===== src/rtl/count_seq_checker_sat_counter.sv =====
// Saturating up-counter with synchronous clear; clear beats increment.
module sat_counter #(
   parameter int W = 8
) (
   input  logic         clk,
   input  logic         reset,
   input  logic         inc,
   input  logic         clr,
   output logic [W-1:0] cnt
);
   always_ff @(posedge clk or negedge reset) begin
      if (!reset)                 cnt <= '0;
      else if (clr)               cnt <= '0;
      else if (inc && cnt != '1)  cnt <= cnt + 1'b1;
   end
endmodule


===== config.mk =====
export PLATFORM = sky130hd
export DESIGN_NAME = sat_counter
export DESIGN_NICKNAME = d
export VERILOG_FILES = /design/src/rtl/count_seq_checker_sat_counter.sv
export SDC_FILE = /design/constraint.sdc
export NUM_CORES = 1
export LEC_CHECK = 0
export ABC_AREA = 1
export CORE_AREA = 2 2 39 41
export DETAILED_ROUTE_END_ITERATION = 7
export DIE_AREA = 0 0 41 43
export PLACE_DENSITY = 0.61
export SLEW_MARGIN = 15
export SYNTH_ARGS = -nofsm -noshare
export SYNTH_HDL_FRONTEND = slang
export SYNTH_SLANG_ARGS = --single-unit
export TNS_END_PERCENT = 30

===== constraint.sdc =====
create_clock -name clk -period 1.7 [get_ports clk]
set_input_delay 0.255 -clock clk [delete_from_list [all_inputs] [get_ports clk]]
set_output_delay 0.255 -clock clk [all_outputs]
set_load 0.005 [all_outputs]

* After elaboration in Yosys (flattened, before gate mapping) *
Cells that the tools add are included.

word-level totals
  output and inout port bits = 8
  register bits = 8
  input bits = 4

cells by class
  multiplexer cells = 2
  equal/unequal tests = 1
  add/sub/neg operators = 1
  reductions and logical operators = 2

operator list
  kind                                         number
  2-to-1 mux 8 bit                             2
  adder 8 x 1 -> 8 bit, second input constant  1
  != test 8 bit, second input constant         1
  nonzero test 2 bit                           1
  logical AND 1 bit                            1

* Depth between registers and ports, before layout *
Gate-level depths: netlist of the first run.

  word-level depth = 4
  gate-level depth with buffers = 9
  mapped depth without buffers = 9

* Worst setup path before layout of the first run *
No wires, ideal clock.

  path type = reg-to-reg
  from = register cnt[0]
  to = register cnt[7]
  arrival time = 1.160 ns
  data required time = 1.587 ns
  stages on the path, launching flop included = 8
  path buffers = 0
  path slack = 0.427 ns
  library setup time = 0.113 ns
  cells stage by stage = dfrtp_1 ha_1 nand2_2 nor2_2 a21oi_1 nand3_1 nand2_1 inv_1

between the ends
  cells in the longest elaborated chain, start to end = 3
  elaborated cells on any way between the ends = 6

RTL lines
  item                                                           RTL line  text
  from (decl)                                                    9         output logic [W-1:0] cnt
  from (signal assigned)                                         14        else if (inc && cnt != '1) cnt <= cnt + 1'b1;
  adder 8 x 1 -> 8 bit / != test 8 bit (equally long branches)   14
  2-to-1 mux 8 bit / logical AND 1 bit (equally long branches)   14
  2-to-1 mux 8 bit / nonzero test 2 bit (equally long branches)  -

Several ways; a longest one is shown, not always the timed one. The select of a mux whose other input is x is not followed.
A chain may end at the register's enable or synchronous reset.

* Final worst setup path of the first run *
  from = register cnt[5]
  to = output port cnt[5]

No word-level cell between the ends.

==> results.yml, run 1 <==
drt:
  drc: 0
  wire_per_inst_um: 11.5
  drt-initial-drc-count: 10
  dr_total_vias: 534
  wl_mm: 1.21
  first_pass_iters: 4
  drtAntennaViolNets: 0
  vias_per_cell: 5.09
global_route:
  grt_start_max_net_pins: 9
  grt_pass1_vias: 488
  grt.total_usage_pct: 18.0
  overflow: 0
  antenna_found_initial: 0
  grt_pass1_wl_mm: 2.04
clock_network:
  clk_path_buf_depth: 2
  cts_setup_buffers: 0
  cts_tree: "built"
  holdBufCountCts: 0
  cts.sinks: 8
  cts_made_buffers: 3
  cts.repair.resized: 0
  h-tree-depth: 1
  clockRootBuffer: "clkbuf_4"
  path_clk_slew_ps: 50
  insertion_delay_ps: 250
cells_and_area:
  area_growth_pct: 31.3
  largest_register: "cnt"
  layout-drive-gt1-share_pct: 12.4
  diodes: 0
  top_regs: "cnt x8"
  multiInputGateArea_sq_um: 265
  fill_cells: 135
  largest_reg_flops: 8
  seq_area_sq_um: 200
  fin_cells: 105
  final_net_count: 96
setup_path:
  startpoint_type: "flop"
  r2r-end: "cnt[7]"
  critPathKind: "reg -> out"
  path_max_fanout: 7
  end_kind: "output pin"
  required_ps: 1440
  critPathBufInv: 1
  slowest_delay_ps: 540
  crit_chain: "clkdlybuf4s50_1"
  arrival_ps: 1250
  reg2regPathDepth: 7
  r2r-start: "cnt[1]"
  worst_path_max_delay_cell: "clkdlybuf4s50_1"
  cpLargestDelayFamily: "buffers and inverters"
  r2r_slack_ps: 290
floorplanning:
  dieWidth_um: 41
  fp.dieH_um: 43
  core-area_sq_um: 1380
  num_rows: 14
  die-area_sq_um: 1760
  io_pins: 12
  initial_core_util_pct: 37.0
run_status:
  status: "finished, final reports clean"
synthesis:
  synthAdderAreaFrac_pct: 2.44
  synth-compound-area-share_pct: 9.54
  synth_top_family_by_area: "simple AND/OR/NAND/NOR gates"
  synthMuxAreaShare_pct: 0
  synthCells: 74
  syn_nets: 79
  synth_xor_area_share_pct: 0
  synth_area_sq_um: 512
  synth.yosys.seq_area_share_pct: 39.1
  synth_seq_cells: 8
  syn_avg_cell_area_sq_um: 6.92
  synth-simple-area-share_pct: 39.9
  yosysUniqueCellTypes: 15
  yosys_warnings: 0
timing:
  min_period_ps: 1510
  hold_ws_ps: 278
  rsz0062_at_grt: "no"
  finalClockSkew_ps: 2.34
  setup_viol: 0
  fmax_mhz: 664
  period_share_pct: 88.6
  finalSetupTns_ps: 0
  slew_viol_final: 0
  finalHoldViolCount: 0
  slew_headroom_pct: 75.5
  worst_pin_slew_ps: 366
worst_hold_path:
  min_path_type: "in -> async"
power_and_ir_drop:
  p_int_mw: 0.314
  power_frac_clock_pct: 34.4
  p_sw_mw: 0.109
  pwr-share-comb_pct: 15.9
  swShare_pct: 25.8
  pwr_density_cell_nw_per_um2: 630
  p_seq_share_pct: 49.7
  power.static_leakage_nw: 0.319
  vdd_drop_max_uv: 341
place:
  place_congestion: 0.910
  dp.cells: 102
  port_buffers: 11
  detailedPlacementHpwl_um: 947
run:
  max_cap_violations: 0
kinds of logic (layout without fill, tap and decap cells):
family                     Yosys count  after routing
and+or+nand+nor                     46             46
AOI/OAI and AO/OA                    8              8
adders and majority gates            1              1
buffers and inverters               11             26
DFF                                  8              8
worst max-delay path by stage:
stage,from,end,depth (start not counted),slack [ps]
global route,cnt[5],cnt[5],1,140
floorplan,cnt[0],cnt[7],7,430
global placement,inc,cnt[7],6,310
finish,cnt[5],cnt[5],1,190
detailed placement,inc,cnt[7],6,260
CTS,cnt[2],cnt[2],1,190
cells in the mapped netlist, drive strengths merged:
cell type,number,area [sq um]
nand2,28,118
inv,10,37.5
nand3,9,45.0
dfrtp,8,200
nor2,7,31.3
a21oi,5,28.8
nor3,2,10.0
o21bai,2,15.0
clkinv,1,8.76
ha,1,12.5
o21ai,1,5.00
placed cells by master, fill, tap and decap left out:
| cell type | netlist | routed |
|---|---|---|
| clkinv_4 | 1 | 1 |
| nand2_1 | 25 | 25 |
| o21ai_1 | 1 | 1 |
| nand2_4 | 1 | 1 |
| buf_4 | 0 | 1 |
| dfrtp_1 | 8 | 8 |
| nor3_1 | 2 | 2 |
| ha_1 | 1 | 1 |
| clkbuf_4 | 0 | 3 |
| o21bai_1 | 2 | 2 |
| nor2_1 | 5 | 5 |
| a21oi_1 | 4 | 4 |
| inv_1 | 10 | 10 |
| clkdlybuf4s50_1 | 0 | 11 |
| nor2_2 | 2 | 2 |
| nand2_2 | 2 | 2 |
| nand3_1 | 9 | 9 |
| a21oi_2 | 1 | 1 |
layer usage:
metal / up-vias / GRT usage, % / share of wire [%]
met5: - / 0 / 0
met4: 0 / 14.0 / 3.7
met3: 5 / 3.66 / 6.4
met2: 26 / 25.3 / 48
met1: 239 / 22.7 / 42
li1: 264 / - / -
power groups by stage:
stage | sequential (mW) | combinational (mW) | clock, mW
final | 0.210 | 0.0672 | 0.146
after global routing | 0.212 | 0.0760 | 0.157
after CTS | 0.210 | 0.0680 | 0.150
after detailed placement | 0.214 | 0.0678 | 0
after global placement | 0.214 | 0.0677 | 0
after floorplan | 0.212 | 0.0286 | 0
through the flow:
step	cell area (sq um)	total power, mW	util [%]	setup slack, ps
5_1_grt	672	0.445	48.6	144
3_3_place_gp	649	0.281	46.9	315
4_1_cts	672	0.428	48.6	192
6_report	672	0.423	48.6	194
3_5_place_dp	649	0.281	46.9	263
2_1_floorplan	512	0.241	-	427
area by class of cell:
| type | count | share of cell area [%] |
|---|---|---|
| timing repair buffer | 12 | 17.5 |
| inverter | 11 | 6.89 |
| multi-input combinational | 55 | 39.5 |
| clock buffer | 3 | 3.35 |
| sequential | 8 | 29.8 |
| tap | 16 | 2.98 |
Note: power is estimated with default switching activity, not from simulation.
==> run 2, diff against run 1 <==
Settings changed: DONT_BUFFER_PORTS set to 1, PLACE_DENSITY 0.61 to 0.5.
==> run 2 against run 1 <==
Effect of this change:
- clock-buffer cell count stayed put
- cell count is 10% lower
- first-iteration DRC count is 50% lower
- critical path depth is 6 higher
- sequential cell count stayed put
- largest power group unchanged
==> results.yml, run 2 (synthesis gave the netlist of run 1 again) <==
timing:
  finalHoldViolCount: 0
  finalSetupTns_ps: 0
  min_period_ps: 1430
  slew_viol_final: 0
  slew_headroom_pct: 73.8
  period_share_pct: 84.1
  finalClockSkew_ps: 6.08
  worst_pin_slew_ps: 391
  setup_ws_ps: 270
  hold_ws_ps: 136
  fmax_mhz: 699
  rsz0062_at_grt: "no"
  setup_viol: 0
setup_path:
  critPathBufInv: 1
  slowest_delay_ps: 420
  cpLargestDelayFamily: "flip-flops"
  startpoint_type: "flop"
  worst_path_max_delay_cell: "dfrtp_1"
  critPathKind: "reg -> reg"
  crit_chain: "ha_1, nand2_2, nor2_2, a21oi_1, nand3_1, nand2_1, inv_1"
  arrival_ps: 1580
  path_max_fanout: 4
  required_ps: 1850
  end_kind: "flop"
place:
  dp.cells: 90
  detailedPlacementHpwl_um: 882
  port_buffers: 0
  place_congestion: 0.802
  dpl_worst_slack_ps: 298
cells_and_area:
  area_growth_pct: 10.3
  layout-drive-gt1-share_pct: 12.8
  final_cell_mix: "25 x nand2_1, 10 x inv_1, 9 x nand3_1"
  fill_cells: 149
  largest_register: "cnt"
  fin_cells: 94
  top_regs: "cnt x8"
  largest_reg_flops: 8
  final_common_cell: "nand2_1"
  final_net_count: 85
  diodes: 0
clock_network:
  insertion_delay_ps: 260
  cts_tree: "built"
  cts.repair.resized: 0
  h-tree-depth: 1
  cts_setup_buffers: 0
  cts_made_buffers: 3
  clockRootBuffer: "clkbuf_4"
  clk_path_buf_depth: 2
  cts.sinks: 8
  path_clk_slew_ps: 60
drt:
  wire_per_inst_um: 12.3
  vias_per_cell: 5.04
  drc: 0
  first_pass_iters: 4
  dr_total_vias: 474
  wl_mm: 1.16
  drtAntennaViolNets: 0
  drt-initial-drc-count: 5
global_route:
  overflow: 0
  grt.total_usage_pct: 17.0
  grt_pass1_vias: 457
  antenna_found_initial: 0
  grt_pass1_wl_mm: 1.98
  grt_start_max_net_pins: 9
worst_hold_path:
  min_path_type: "in -> reg"
run_status:
  status: "finished, final reports clean"
run:
  max_cap_violations: 0
power_and_ir_drop:
  power.static_leakage_nw: 0.278
  pwr_density_cell_nw_per_um2: 717
  total_power_mw: 0.405
  vdd_drop_max_uv: 342
floorplanning:
  fp.dieH_um: 43
  die-area_sq_um: 1760
  initial_core_util_pct: 37.0
  io_pins: 12
  num_rows: 14
  dieWidth_um: 41
  core-area_sq_um: 1380
-- run 2: path summary, 6_finish.rpt --
path	end	slack (ps)	from	cells after the start
hold reg to reg	cnt[3]	570	cnt[3]	2
hold / removal	cnt[7]	140	clr	3
max in group asynchronous	cnt[6]	1070	reset	1
setup reg to reg	cnt[7]	270	cnt[0]	7
min in group asynchronous	cnt[0]	350	reset	1
setup / recovery	cnt[7]	270	cnt[0]	7
-- run 2: routing by layer --
metal | routed length [um] | track usage, % | vias up
met3 | 83 | 6.28 | 4
met5 | 0 | 0 | -
met4 | 19 | 10.0 | 0
met2 | 510 | 21.6 | 17
met1 | 546 | 23.8 | 209
li1 | - | - | 244
-- run 2: worst min-delay path, stage by stage --
cell	delay, ps
a21oi_1	20
nand2_1	50
inv_1	30
-- run 2: repair_timing --
action                                 in CTS  in global routing
endpoints found under the hold margin       8                  0
setup endpoints to repair                   0                  0
hold buffers                                1                  0
-- run 2: power breakdown --
part | switching, mW | total [mW] | internal, mW | leakage, nW
sequential | 0.0133 | 0.212 | 0.199 | 0.108
combinational | 0.0245 | 0.0393 | 0.0148 | 0.156
clock | 0.0720 | 0.153 | 0.0813 | 0.0138
total | 0.110 | 0.405 | 0.295 | 0.278
-- run 2: stage by stage --
stage / util, % / instance area, sq um
after floorplan: - / 512
after global placement: 38.4 / 532
after detailed placement: 38.4 / 532
after CTS: 40.8 / 564
after global routing: 40.8 / 564
final: 40.8 / 564
-- run 2: layout make-up --
cell class / count / area (sq um) / share of cell area (%)
timing repair buffer: 1 / 10.0 / 1.77
sequential: 8 / 200 / 35.5
multi-input combinational: 55 / 265 / 47.0
inverter: 11 / 46.3 / 8.20
clock buffer: 3 / 22.5 / 3.99
tap: 16 / 20.0 / 3.55
==> run 3, diff against run 2 <==
Clock period 1.7 ns to 1.42 ns, I/O delays scaled along.
==> run 3 against run 2 <==
Effect of this change:
- maximum frequency is 10% higher
- hold slack worse by 30 ps
- critical path depth up 2
- register-to-register slack worse by 150 ps
- sequential cell count unchanged
- core utilization up 2.1 points
==> results.yml, run 3 (synthesis gave the netlist of run 1 again) <==
place:
  detailedPlacementHpwl_um: 882
  dpl_worst_slack_ps: -1.77
  dp.cells: 92
  place_congestion: 0.813
  port_buffers: 0
worst_hold_path:
  min_path_type: "in -> reg"
setup_path:
  arrival_ps: 1440
  reg2regPathDepth: 9
  worst_path_max_delay_cell: "dfrtp_1"
  startpoint_type: "flop"
  r2r-start: "cnt[0]"
  path_max_fanout: 6
  end_kind: "flop"
  critPathKind: "reg -> reg"
  r2r-end: "cnt[3]"
  path_common_cell: "nand2_1"
  required_ps: 1570
  crit_path_end: "cnt[3]"
  r2r_slack_ps: 120
  startpoint: "cnt[0]"
  slowest_delay_ps: 390
  crit_chain: "ha_2, nand2_2, nor2_2, nand2_1, nand2_2, nand2_4, clkinv_4, nand2_1, nand2_1"
floorplanning:
  initial_core_util_pct: 37.0
  num_rows: 14
  core-area_sq_um: 1380
  fp.dieH_um: 43
  io_pins: 12
  dieWidth_um: 41
  die-area_sq_um: 1760
timing:
  setup_ws_ps: 123
  worst_pin_slew_ps: 403
  finalClockSkew_ps: 6.73
  rsz0062_at_grt: "no"
  period_share_pct: 91.3
  slew_viol_final: 0
  finalHoldViolCount: 0
  slew_headroom_pct: 73.1
  min_period_ps: 1300
  fmax_mhz: 771
  setup_viol: 0
  hold_ws_ps: 106
run_status:
  status: "finished, final reports clean"
clock_network:
  clk_path_buf_depth: 2
  h-tree-depth: 1
  insertion_delay_ps: 250
  clockRootBuffer: "clkbuf_4"
  cts_made_buffers: 3
  path_clk_slew_ps: 60
  cts.sinks: 8
  cts_tree: "built"
global_route:
  grt.total_usage_pct: 16.5
  overflow: 0
  grt_pass1_vias: 457
  grt_pass1_wl_mm: 1.94
  antenna_found_initial: 0
  grt_start_max_net_pins: 9
cells_and_area:
  final_net_count: 88
  area_growth_pct: 15.9
  final_common_cell: "nand2_1"
  utilization_pct: 42.9
  final_cell_mix: "25 x nand2_1, 10 x inv_1, 9 x nand3_1"
  fin_cells: 97
  top_regs: "cnt x8"
  largest_register: "cnt"
  diodes: 0
  layout-drive-gt1-share_pct: 18.5
  largest_reg_flops: 8
power_and_ir_drop:
  pwr_density_cell_nw_per_um2: 823
  vdd_drop_max_uv: 289
  total_power_mw: 0.488
  power.static_leakage_nw: 0.291
run:
  max_cap_violations: 0
drt:
  drc: 0
  wire_per_inst_um: 12.3
  first_pass_iters: 4
  drt-initial-drc-count: 13
  drtAntennaViolNets: 0
  dr_total_vias: 484
  vias_per_cell: 4.99
  wl_mm: 1.20
==> run 3: worst min-delay path by stage <==
stage           from      to  slack [ps]  cells after the start
2_1_floorplan  reset  cnt[0]         -80                      0
3_3_place_gp   reset  cnt[0]         -80                      0
3_5_place_dp   reset  cnt[0]         -80                      0
4_1_cts          clr  cnt[7]         100                      3
5_1_grt          clr  cnt[7]         110                      3
6_report         clr  cnt[7]         110                      3
==> run 3: report_power, final <==
group	switching (mW)	internal, mW
clock network	0.0825	0.0971
registers	0.0125	0.238
logic	0.0345	0.0238
==> run 3: what timing repair did <==
item | CTS | global route
pin swaps | 0 | 0
hold endpoints to repair | 8 | 0
hold buffers | 1 | 0
resized for setup | 1 | 1
endpoints found under the setup margin | 1 | 3
setup buffers | 0 | 1
==> run 3: per-layer routing <==
metal	share of wire, %	GRT usage, %	vias to the layer above
met1	48	23.0	219
li1	-	-	251
met2	44	21.6	14
met5	0	0	-
met3	7.6	4.71	0
met4	0	10.0	0
==> run 3: final cells by class <==
cell class                 count  area, sq um
clock buffer                   3         22.5
multi-input combinational     55          272
tap                           16         20.0
sequential                     8          200
inverter                      11         46.3
fill                         149          791
timing repair buffer           4         32.5
==> run 3: metrics by stage <==
| stage | TNS (ps) | instance area [sq um] |
|---|---|---|
| after global placement | -16.4 | 547 |
| after detailed placement | -1.77 | 547 |
| final | 0 | 593 |
| after CTS | 0 | 583 |
| after global routing | 0 | 593 |
| after floorplan | 0 | 512 |
==> run 3: worst max-delay path: cells and delay by family, from the launching register on <==
| kind | cells | cell delay (ps) |
|---|---|---|
| buffers and inverters | 1 | 80 |
| AND/OR/NAND/NOR | 7 | 510 |
| adder cells (fa/ha/maj) | 1 | 200 |
| flip-flops | 1 | 390 |
